<file path="src/rtl/ase_pkg.sv">
// ---------------------------------------------------------------------------
// ase_pkg
//  Shared ASE definitions for the TX-side stream tooling: the CCI-P TX header
//  width, the write-fence request encoding and the header field that holds
//  the request type. It also holds the state type of the stream_tid_stamper
//  flush FSM.
//  `TX_META_TYPERANGE is a macro rather than a package item because it is
//  used as a part-select range. It is defined only if nothing else has
//  defined it already.
// ---------------------------------------------------------------------------
`ifndef TX_META_TYPERANGE
`define TX_META_TYPERANGE 55:52
`endif

package ase_pkg;

  localparam int         CCIP_TX_HDR_WIDTH = 74;
  localparam logic [3:0] CCIP_TX1_WRFENCE  = 4'h4;

  typedef enum logic [1:0] {
    RUN,
    DRAIN,
    WAIT,
    DONE
  } stamper_state_t;

endpackage

</file>
<file path="src/rtl/tid_stamp_fifo.sv">
// ---------------------------------------------------------------------------
// tid_stamp_fifo
//  Synchronous first-word-fall-through FIFO that holds the {meta, tid} words
//  of stream_tid_stamper. The head word is driven on dout whenever the FIFO
//  is not empty. When the FIFO is empty, dout is zero, so the outputs are
//  clean straight out of reset.
//  Parameters: WIDTH = word width, DEPTH = number of entries (power of 2, >=2).
//  Ports:
//   clk, rst        clock, synchronous active-high reset
//   push, din       write a word (ignored when full)
//   pop             drop the head word (ignored when empty)
//   dout            head word (zero when empty)
//   full, empty     status from the registered occupancy
//   count           registered occupancy, 0..DEPTH
// ---------------------------------------------------------------------------
module tid_stamp_fifo #(
  parameter int WIDTH = 8,
  parameter int DEPTH = 8
) (
  input  logic                           clk,
  input  logic                           rst,
  input  logic                           push,
  input  logic [WIDTH-1:0]               din,
  input  logic                           pop,
  output logic [WIDTH-1:0]               dout,
  output logic                           full,
  output logic                           empty,
  output logic [$clog2(DEPTH+1)-1:0]     count
);

  localparam int AW = $clog2(DEPTH);
  localparam int CW = $clog2(DEPTH+1);

  logic [WIDTH-1:0] mem [DEPTH];
  logic [AW-1:0]    wr_ptr;
  logic [AW-1:0]    rd_ptr;
  logic             do_push;
  logic             do_pop;

  assign full    = (count == CW'(DEPTH));
  assign empty   = (count == '0);
  assign do_push = push & ~full;
  assign do_pop  = pop & ~empty;
  assign dout    = empty ? '0 : mem[rd_ptr];

  // NOTE: sequential state uses non-blocking assignments only, so every
  // register samples the values from before the edge, whatever order the
  // always_ff blocks run in.
  always_ff @(posedge clk) begin
    if (rst) begin
      wr_ptr <= '0;
      rd_ptr <= '0;
      count  <= '0;
    end else begin
      // DEPTH is a power of 2, so the pointers wrap naturally.
      if (do_push) wr_ptr <= wr_ptr + 1'b1;
      if (do_pop)  rd_ptr <= rd_ptr + 1'b1;
      case ({do_push, do_pop})
        2'b10:   count <= count + 1'b1;
        2'b01:   count <= count - 1'b1;
        default: count <= count;
      endcase
    end
  end

  // NOTE: the storage array is deliberately left out of reset. The pointers
  // and count define which entries are valid, and dout is forced to zero
  // while the FIFO is empty, so stale contents are never seen.
  always_ff @(posedge clk) begin
    if (do_push) mem[wr_ptr] <= din;
  end

endmodule

</file>
<file path="src/rtl/stream_tid_stamper.sv">
// ---------------------------------------------------------------------------
// stream_tid_stamper
//  Tags each CCI-P TX request that enters the latency/shuffle path with a
//  transaction ID and emits {meta, tid} pairs one cycle later through a FWFT
//  FIFO. Requests are throttled by an outstanding-credit limit, and credits
//  are released by retire_valid. A flush FSM (RUN/DRAIN/WAIT/DONE) quiesces
//  the stream: it stops intake, drains the FIFO, waits for every credit to
//  return, and then pulses flush_done for one cycle.
//  Configuration macro: STAMPER_FENCE_TID_EN. When it is defined, write
//  fences take a tid and a credit like any other request. When it is not
//  defined, a fence is stamped with tid 0 and does not touch the tid counter
//  or the credit count.
//  Ports:
//   clk, rst          clock, synchronous active-high reset
//   valid_in, meta_in request in; in_ready = request accepted this cycle
//   valid_out, meta_out, tid_out, out_ready   tagged request out
//   retire_valid      one tagged request has returned
//   outstanding_cnt   credits in use
//   flush_req         start a flush (level, sampled in RUN)
//   flush_done        one-cycle pulse when the flush has completed
//   retire_underflow  sticky: a retire arrived with zero credits in use
// ---------------------------------------------------------------------------
module stream_tid_stamper
  import ase_pkg::*;
#(
  parameter int HDR_WIDTH       = CCIP_TX_HDR_WIDTH,
  parameter int TID_WIDTH       = 32,
  parameter int DEPTH           = 8,
  parameter int MAX_OUTSTANDING = 64
) (
  input  logic                                   clk,
  input  logic                                   rst,
  input  logic                                   valid_in,
  input  logic [HDR_WIDTH-1:0]                   meta_in,
  output logic                                   in_ready,
  output logic                                   valid_out,
  output logic [HDR_WIDTH-1:0]                   meta_out,
  output logic [TID_WIDTH-1:0]                   tid_out,
  input  logic                                   out_ready,
  input  logic                                   retire_valid,
  output logic [$clog2(MAX_OUTSTANDING+1)-1:0]   outstanding_cnt,
  input  logic                                   flush_req,
  output logic                                   flush_done,
  output logic                                   retire_underflow
);

  localparam int CNT_W = $clog2(MAX_OUTSTANDING+1);
  localparam int FW    = HDR_WIDTH + TID_WIDTH;

  stamper_state_t             state;
  stamper_state_t             state_next;
  logic [TID_WIDTH-1:0]       tid_cnt;
  logic [CNT_W-1:0]           cnt_next;
  logic                       accept;
  logic                       counted;
  logic                       inc;
  logic [TID_WIDTH-1:0]       stamp_tid;
  logic                       fifo_full;
  logic                       fifo_empty;
  logic [$clog2(DEPTH+1)-1:0] fifo_count;
  logic [FW-1:0]              fifo_dout;

`ifdef STAMPER_FENCE_TID_EN
  assign counted = 1'b1;
`else
  // Fences are invisible to the checker, so they carry tid 0 and no credit.
  assign counted = (meta_in[`TX_META_TYPERANGE] != CCIP_TX1_WRFENCE);
`endif

  // in_ready depends only on registered state (and rst), never on valid_in.
  assign in_ready  = ~rst & (state == RUN) & ~fifo_full &
                     (outstanding_cnt < CNT_W'(MAX_OUTSTANDING));
  assign accept    = valid_in & in_ready;
  assign inc       = accept & counted;
  assign stamp_tid = counted ? tid_cnt : '0;
  assign valid_out = ~fifo_empty;

  tid_stamp_fifo #(
    .WIDTH (FW),
    .DEPTH (DEPTH)
  ) u_fifo (
    .clk   (clk),
    .rst   (rst),
    .push  (accept),
    .din   ({meta_in, stamp_tid}),
    .pop   (valid_out & out_ready),
    .dout  (fifo_dout),
    .full  (fifo_full),
    .empty (fifo_empty),
    .count (fifo_count)
  );

  assign meta_out = fifo_dout[FW-1:TID_WIDTH];
  assign tid_out  = fifo_dout[TID_WIDTH-1:0];

  // A credit taken and a credit returned in the same cycle cancel out.
  // A retire with nothing outstanding leaves the count at zero.
  always_comb begin
    cnt_next = outstanding_cnt;
    if (inc && !retire_valid)
      cnt_next = outstanding_cnt + 1'b1;
    else if (!inc && retire_valid && (outstanding_cnt != '0))
      cnt_next = outstanding_cnt - 1'b1;
  end

  always_ff @(posedge clk) begin
    if (rst) begin
      tid_cnt          <= '0;
      outstanding_cnt  <= '0;
      retire_underflow <= 1'b0;
    end else begin
      // The tid counter wraps from all-ones to zero and survives a flush.
      if (inc) tid_cnt <= tid_cnt + 1'b1;
      outstanding_cnt <= cnt_next;
      if (retire_valid && (outstanding_cnt == '0)) retire_underflow <= 1'b1;
    end
  end

  always_ff @(posedge clk) begin
    if (rst) state <= RUN;
    else     state <= state_next;
  end

  // NOTE: every signal assigned in this block gets a default first, so
  // paths that do not assign it cannot infer a latch.
  always_comb begin
    state_next = state;
    flush_done = 1'b0;
    case (state)
      RUN:   if (flush_req) state_next = DRAIN;
      DRAIN: begin
        if (fifo_count == '0)
          state_next = (outstanding_cnt != '0) ? WAIT : DONE;
      end
      // Include this cycle's retire so DONE follows the last return at once.
      WAIT:  if (cnt_next == '0) state_next = DONE;
      DONE: begin
        flush_done = 1'b1;
        state_next = RUN;
      end
      default: state_next = RUN;
    endcase
  end

endmodule

</file>
<file path="config.mk">
export PLATFORM = sky130hd
export DESIGN_NAME = stream_tid_stamper
export DESIGN_NICKNAME = d
export VERILOG_FILES = /design/src/rtl/ase_pkg.sv /design/src/rtl/tid_stamp_fifo.sv /design/src/rtl/stream_tid_stamper.sv
export SDC_FILE = /design/constraint.sdc
export NUM_CORES = 1
export LEC_CHECK = 0
export BUFFER_PORTS_ARGS = -buffer_cell sky130_fd_sc_hd__buf_4
export CORE_MARGIN = 8
export CORE_UTILIZATION = 55
export DETAILED_ROUTE_END_ITERATION = 12
export GPL_ROUTABILITY_DRIVEN = 1
export PLACE_DENSITY = 0.73
export SYNTH_ARGS = -nofsm -noshare
export SYNTH_HDL_FRONTEND = slang
export SYNTH_SLANG_ARGS = --single-unit
</file>
<file path="constraint.sdc">
create_clock -name clk -period 18.02 [get_ports clk]
set_input_delay 1.802 -clock clk [delete_from_list [all_inputs] [get_ports clk]]
set_output_delay 1.802 -clock clk [all_outputs]
set_load 0.02 [all_outputs]
</file>
# After elaboration in Yosys (flattened, before gate mapping)
# Memory sizes are Yosys's and may differ from the RTL's. A register that Yosys moved wholly into a read port is not among the register bits.
# Cells that the tools add are included.
# word_totals
wordCells	65
n_memories	1
in_bits	80
out_inout_bits	117
ff_bits	52
ram_bits	848
# classes
eq_ne	10
magnitude_cmp	1
bitwise	11
reduce_logical	13
add_sub_neg	7
muxes	15
# memory_table
memory	words	width	read_ports	rd_ports_with_merged_regs	write_ports	line	source
u_fifo.mem	8	106	1	1	1	tid_stamp_fifo.sv:34	logic [WIDTH-1:0] mem [DEPTH];
# op_table
op	n
$mux 106	1
$add 32x1->32 const B	1
$mux 32	1
$logic_not 7->1	2
$mux 7	2
$and 1x1->1	8
$pmux 2 s4	1
$pmux 4 s2	1
$add 7x1->7 const B	1
$lt 7x7->1 const B	1
$reduce_bool 7->1	1
$sub 7x1->7 const B	1
$add 3x1->3 const B	2
$eq 2x2->1 const B	3
$mux 2	3
$mux 3	2
$add 4x1->4 const B	1
$eq 2x1->1 const B	2
$eq 4x4->1 const B	1
$logic_and 1x1->1	4
$logic_not 4->1	1
$mux 1	4
$ne 2x2->1 const B	2
$ne 4x3->1 const B	1
other kinds (7)	10

# Logic depth before layout (Yosys ltp)
# logic_depth
ltp_word	14
mapped_depth	13

# Cells and area by module
# A second synthesis with hierarchy kept.
# hier_totals
hier_cells	1715
area_unflattened_um2	35246.3
# by_module_without_submodules
module	area_each_um2	n_inst	cells_per_inst
tid_stamp_fifo	32841.5	1	1420
stream_tid_stamper	2404.8	1	295

# Worst setup path before layout
# No wires, ideal clock.
# synth_timing
kind	input to register
from	input port rst
to	memory u_fifo.mem[2][0] (netlist name), enable pin
path_slack_ns	3.776
arrival_ns	13.377
required_time_ns	17.152
path_buffers	1
stages	5
cell_sequence	nor3b_4 -> and3_1 -> clkbuf_1 -> inv_1 -> nor4b_1
# synth_via
elab_chain_len	8
# synth_lines
item	line	source
start: declaration	stream_tid_stamper.sv:32	input logic rst,
$not 1->1	stream_tid_stamper.sv:71	assign in_ready = ~rst & (state == RUN) & ~fifo_full &
$and 1x1->1 (3 in series)	stream_tid_stamper.sv:71	
$and 1x1->1	stream_tid_stamper.sv:73	assign accept = valid_in & in_ready;
$and 1x1->1	tid_stamp_fifo.sv:42	assign do_push = push & ~full;
$mux 1	tid_stamp_fifo.sv:70	if (do_push) mem[wr_ptr] <= din;
$mux 1 (implied by the code)	tid_stamp_fifo.sv:70	
end: declaration	tid_stamp_fifo.sv:34	
# Every way passes these cells.

==> flow_results.org <==
** Outcome
- Run status :: finished, final reports clean

** Critical path
- Cell Chain, Critical Path :: buf_4 -> mux4_2 -> mux2i_1 -> nor2_1 -> buf_4
- Critical path data required time :: 16220 ps
- The worst register-to-register path begins at state[0]$_SDFFE_PP0P_.
- Highest net fanout along the worst path :: 54
- Data arrival at the endpoint of the critical path :: 3800 ps
- Critical path's largest stage delay :: 1060 ps
- The endpoint identified for the worst register-to-register timing path is u_fifo.mem[5][27]$_DFFE_PP_.
- Worst-case reg-to-reg path depth :: 8
- FF-to-FF setup slack :: 14320 ps
- Cell occurring most often along the worst timing path :: sky130_fd_sc_hd__buf_4
- Startpoint types :: register
- Category of the critical setup timing path :: register to output pin
- The slowest stage of the critical path is the sky130_fd_sc_hd__dfxtp_4 cell.
- The worst setup path is captured at an output pin.

** STA
- Number of endpoints with negative hold slack in the final report :: 0
- Min Tclk post-route :: 5600 ps
- Setup violations, final :: 0
- Actual slew at the worst max-slew pin :: 1120 ps
- Final setup margin :: 12420 ps
- Worst clock skew on the final layout :: 17.1 ps
- Worst relative slew slack :: 25.3%
- Number of slew-limit violations in the final report :: 0
- Dividing the final minimum period by the clock period gives 31.1%.
- Sum Neg Setup Slack :: 0 ps
- Static timing analysis puts the maximum clock frequency at 0.179 GHz.
- Setup repair after global routing left no endpoint under its margin.

** Logic synthesis
- In this run the biggest area consumer among cell types represents 72.5% of the synthesized area.
- Share of synthesized area occupied by flip-flops and latches :: 75.6%
- Number of synthesized register bits :: 903
- Summed instance area of the synthesized netlist :: 35100 µm²
- The synthesized design contains 848 enable-type register cells.
- Ys async rst share :: 0%
- Warnings, synthesis :: 0
- Cells after synthesis :: 1729
- Sorting the synthesized cells by area gives the leading types as sky130_fd_sc_hd__edfxtp_1 73%, sky130_fd_sc_hd__mux4_2 14%, sky130_fd_sc_hd__dfxtp_1 3.1%.
- Summed over all instances, the cell type with the most area after synthesis is sky130_fd_sc_hd__edfxtp_1.
- Syn_nets :: 1823
- After synthesis, the netlist uses 51 different library cells.
- Averaged over all synthesized cells, the footprint is 20.3 µm².
- The most used flip-flop cell after synthesis is sky130_fd_sc_hd__edfxtp_1.

** GRT
- GRT overflow :: 0
- Number of global-route vias before repair :: 17900
- Antenna violations before repair :: 6
- Entering global routing, the biggest net connects 159 pins.
- Overall track demand over capacity in global routing :: 19.5%
- The first global-routing pass estimated 106000 µm of wire.

** Placed design
- Pre-CTS setup slack :: 12780 ps
- Once placement completed, the tool counted placed cells totaling 2709.
- Final estimated routing congestion in global placement :: 0.777
- Half-perimeter wire length after detailed placement :: 37000 µm
- Port buffering added 196 buffers.

** Floorplan
- Die X :: 269 µm
- The die is 269 µm tall.
- Die ar. :: 72200 µm²
- For this configuration, the core starts out at a cell density of 55.7%.
- Number of standard-cell rows in the floorplan :: 92
- Number of ports placed on the die boundary :: 197
- After floorplanning, the core was sized to cover 63100 µm².

** Drt
- Detailed router's first-iteration violation count :: 1256
- For this run, design rule violations remaining after detail routing come to 0.
- In the routed layout, each cell is associated on average with a via count of 5.86.
- For this block, the routed nets add up to 70200 µm of wire.
- After detailed routing, the average wire length per cell comes to 24.5 µm.
- Detail Route Antenna Nets :: 0
- The pre-antenna-repair detailed-routing pass consisted of 5 iterations.
- Vias :: 16800

** Layout
- Cells with a size suffix above 1 make up 28.8% of the layout.
- Area added between synthesis and finish :: 14.8%
- The final layout contains 2045 nets.
- The library cells used most frequently in the layout, excluding fill and tap cells, are 848 x sky130_fd_sc_hd__edfxtp_1, 222 x sky130_fd_sc_hd__buf_4, 212 x sky130_fd_sc_hd__mux4_2.
- Filler-free cell count of the finished design :: 2868
- Commonest non-fill, non-tap cell in the layout :: sky130_fd_sc_hd__edfxtp_1

** Clock network
- Count of hold-fix buffers inserted at cts :: 0
- Sink count of the clock tree :: 903
- TritonCTS created 86 clock buffers.
- Root Buffer :: sky130_fd_sc_hd__clkbuf_16
- The H-tree was split into 3 levels.
- Clk_lat worst skew :: 620 ps
- Worst-path clk slew :: 60 ps
- The longest clock path from root to sink contains 3 buffers.
- CTS tree :: yes
- Post-CTS resize count :: 0
- After clock tree synthesis, the setup repair step added 0 buffers.

** Power
- Peak VDD IR :: 0.0000919 V
- Leakage Power :: 12.6 nW
- Post-layout power :: 5.21 mW
- Dividing total power by cell area gives a power density of 129 nW/µm².

** Worst hold path
- Worst Hold Class :: register to register
- In this run the most critical hold path is launched from retire_underflow$_SDFFE_PP0P_.
- Hold endpoint :: retire_underflow$_SDFFE_PP0P_
- The worst hold path passes through 2 cells.

** Job
- Maximum Capacitance Violations :: 0
==> how the worst max path moves through the flow <==
stage              from                     endpoint  slack, ps  cells past startpoint
6_report       register                   tid_out[6]      12420                      5
5_1_grt        register                   tid_out[5]      12050                      5
4_1_cts        register                   tid_out[7]      12240                      5
3_5_place_dp        rst  u_fifo.mem[5][53]$_DFFE_PP_      12780                      7
3_3_place_gp        rst  u_fifo.mem[5][46]$_DFFE_PP_      12810                      7
2_1_floorplan       rst   u_fifo.mem[2][0]$_DFFE_PP_       3780                      5
==> flip-flops by register name (all words and copies together) (netlist names), named ones only <==
register          cells
outstanding_cnt       7
retire_underflow      1
state                 2
tid_cnt              32
u_fifo.count          4
u_fifo.mem          848
u_fifo.rd_ptr         3
u_fifo.wr_ptr         3
==> where the power goes <==
group / switching, mW / leakage (nW) / internal (mW) / total (mW)
clock network: 0.738 / 1.35 / 0.999 / 1.74
registers: 0.0514 / 7.88 / 2.35 / 2.40
logic: 0.630 / 3.33 / 0.438 / 1.07
total: 1.42 / 12.6 / 3.79 / 5.21
==> area by class of cell <==
type | instances | area (µm²)
sequential | 903 | 26600
fill | 4234 | 22800
multi-input combinational | 724 | 8190
clock buffer | 104 | 2350
timing repair buffer | 223 | 1690
tap | 846 | 1060
clock inverter | 50 | 390
inverter | 13 | 48.8
antenna | 5 | 12.5
==> Yosys cell counts (4+ instances only) <==
| cell type | n |
|---|---|
| sky130_fd_sc_hd__nand2_1 | 27 |
| sky130_fd_sc_hd__xnor2_1 | 18 |
| sky130_fd_sc_hd__buf_2 | 17 |
| sky130_fd_sc_hd__dfxtp_1 | 55 |
| sky130_fd_sc_hd__or3_1 | 10 |
| sky130_fd_sc_hd__nor2_1 | 162 |
| sky130_fd_sc_hd__mux2i_1 | 109 |
| sky130_fd_sc_hd__nand2b_1 | 4 |
| sky130_fd_sc_hd__nor2b_1 | 5 |
| sky130_fd_sc_hd__ha_1 | 13 |
| sky130_fd_sc_hd__inv_1 | 12 |
| sky130_fd_sc_hd__edfxtp_1 | 848 |
| sky130_fd_sc_hd__o21ai_0 | 14 |
| sky130_fd_sc_hd__clkbuf_1 | 49 |
| sky130_fd_sc_hd__xor2_1 | 17 |
| sky130_fd_sc_hd__nor3_1 | 10 |
| sky130_fd_sc_hd__a21oi_1 | 17 |
| sky130_fd_sc_hd__and2_1 | 33 |
| sky130_fd_sc_hd__nor4b_1 | 4 |
| sky130_fd_sc_hd__nand4_1 | 10 |
| sky130_fd_sc_hd__mux4_2 | 212 |
| sky130_fd_sc_hd__and3_1 | 7 |
| sky130_fd_sc_hd__buf_1 | 21 |
| sky130_fd_sc_hd__nand3_1 | 18 |
==> routing by layer <==
metal	up-vias	part of all wire, %	track usage [%]
li1	7420	-	-
met1	8824	41	25.7
met2	471	51	33.0
met3	94	5.7	3.31
met4	4	2.2	6.59
met5	-	0.038	0
==> cell families after synthesis <==
| family | count (synthesis) | synth area share (%) |
|---|---|---|
| xor gates and xnor gates | 35 | 0.873 |
| and+or+nand+nor | 311 | 4.38 |
| AOI/OAI and AO/OA | 43 | 0.695 |
| adders and majority gates | 14 | 0.520 |
| DFF | 903 | 75.6 |
| buffers and inverters | 102 | 1.19 |
| muxes | 321 | 16.7 |
==> through the flow <==
| step | utilization [%] | hold WS [ps] | cell area, µm² |
|---|---|---|---|
| floorplan | - | 458 | 35100 |
| global placement | 59.5 | 466 | 37600 |
| detailed placement | 59.5 | 473 | 37600 |
| CTS | 63.9 | 502 | 40300 |
| global route | 63.9 | 531 | 40300 |
| finish | 63.9 | 495 | 40300 |
==> worst max-delay path: cells and delay by family, from the launching register on <==
family / cells / cell delay (ps)
AND/OR/NAND/NOR: 1 / 120
buffers and inverters: 2 / 1100
flip-flops: 1 / 1060
multiplexers: 2 / 780
No activity file was read; power rests on OpenSTA's default activity.
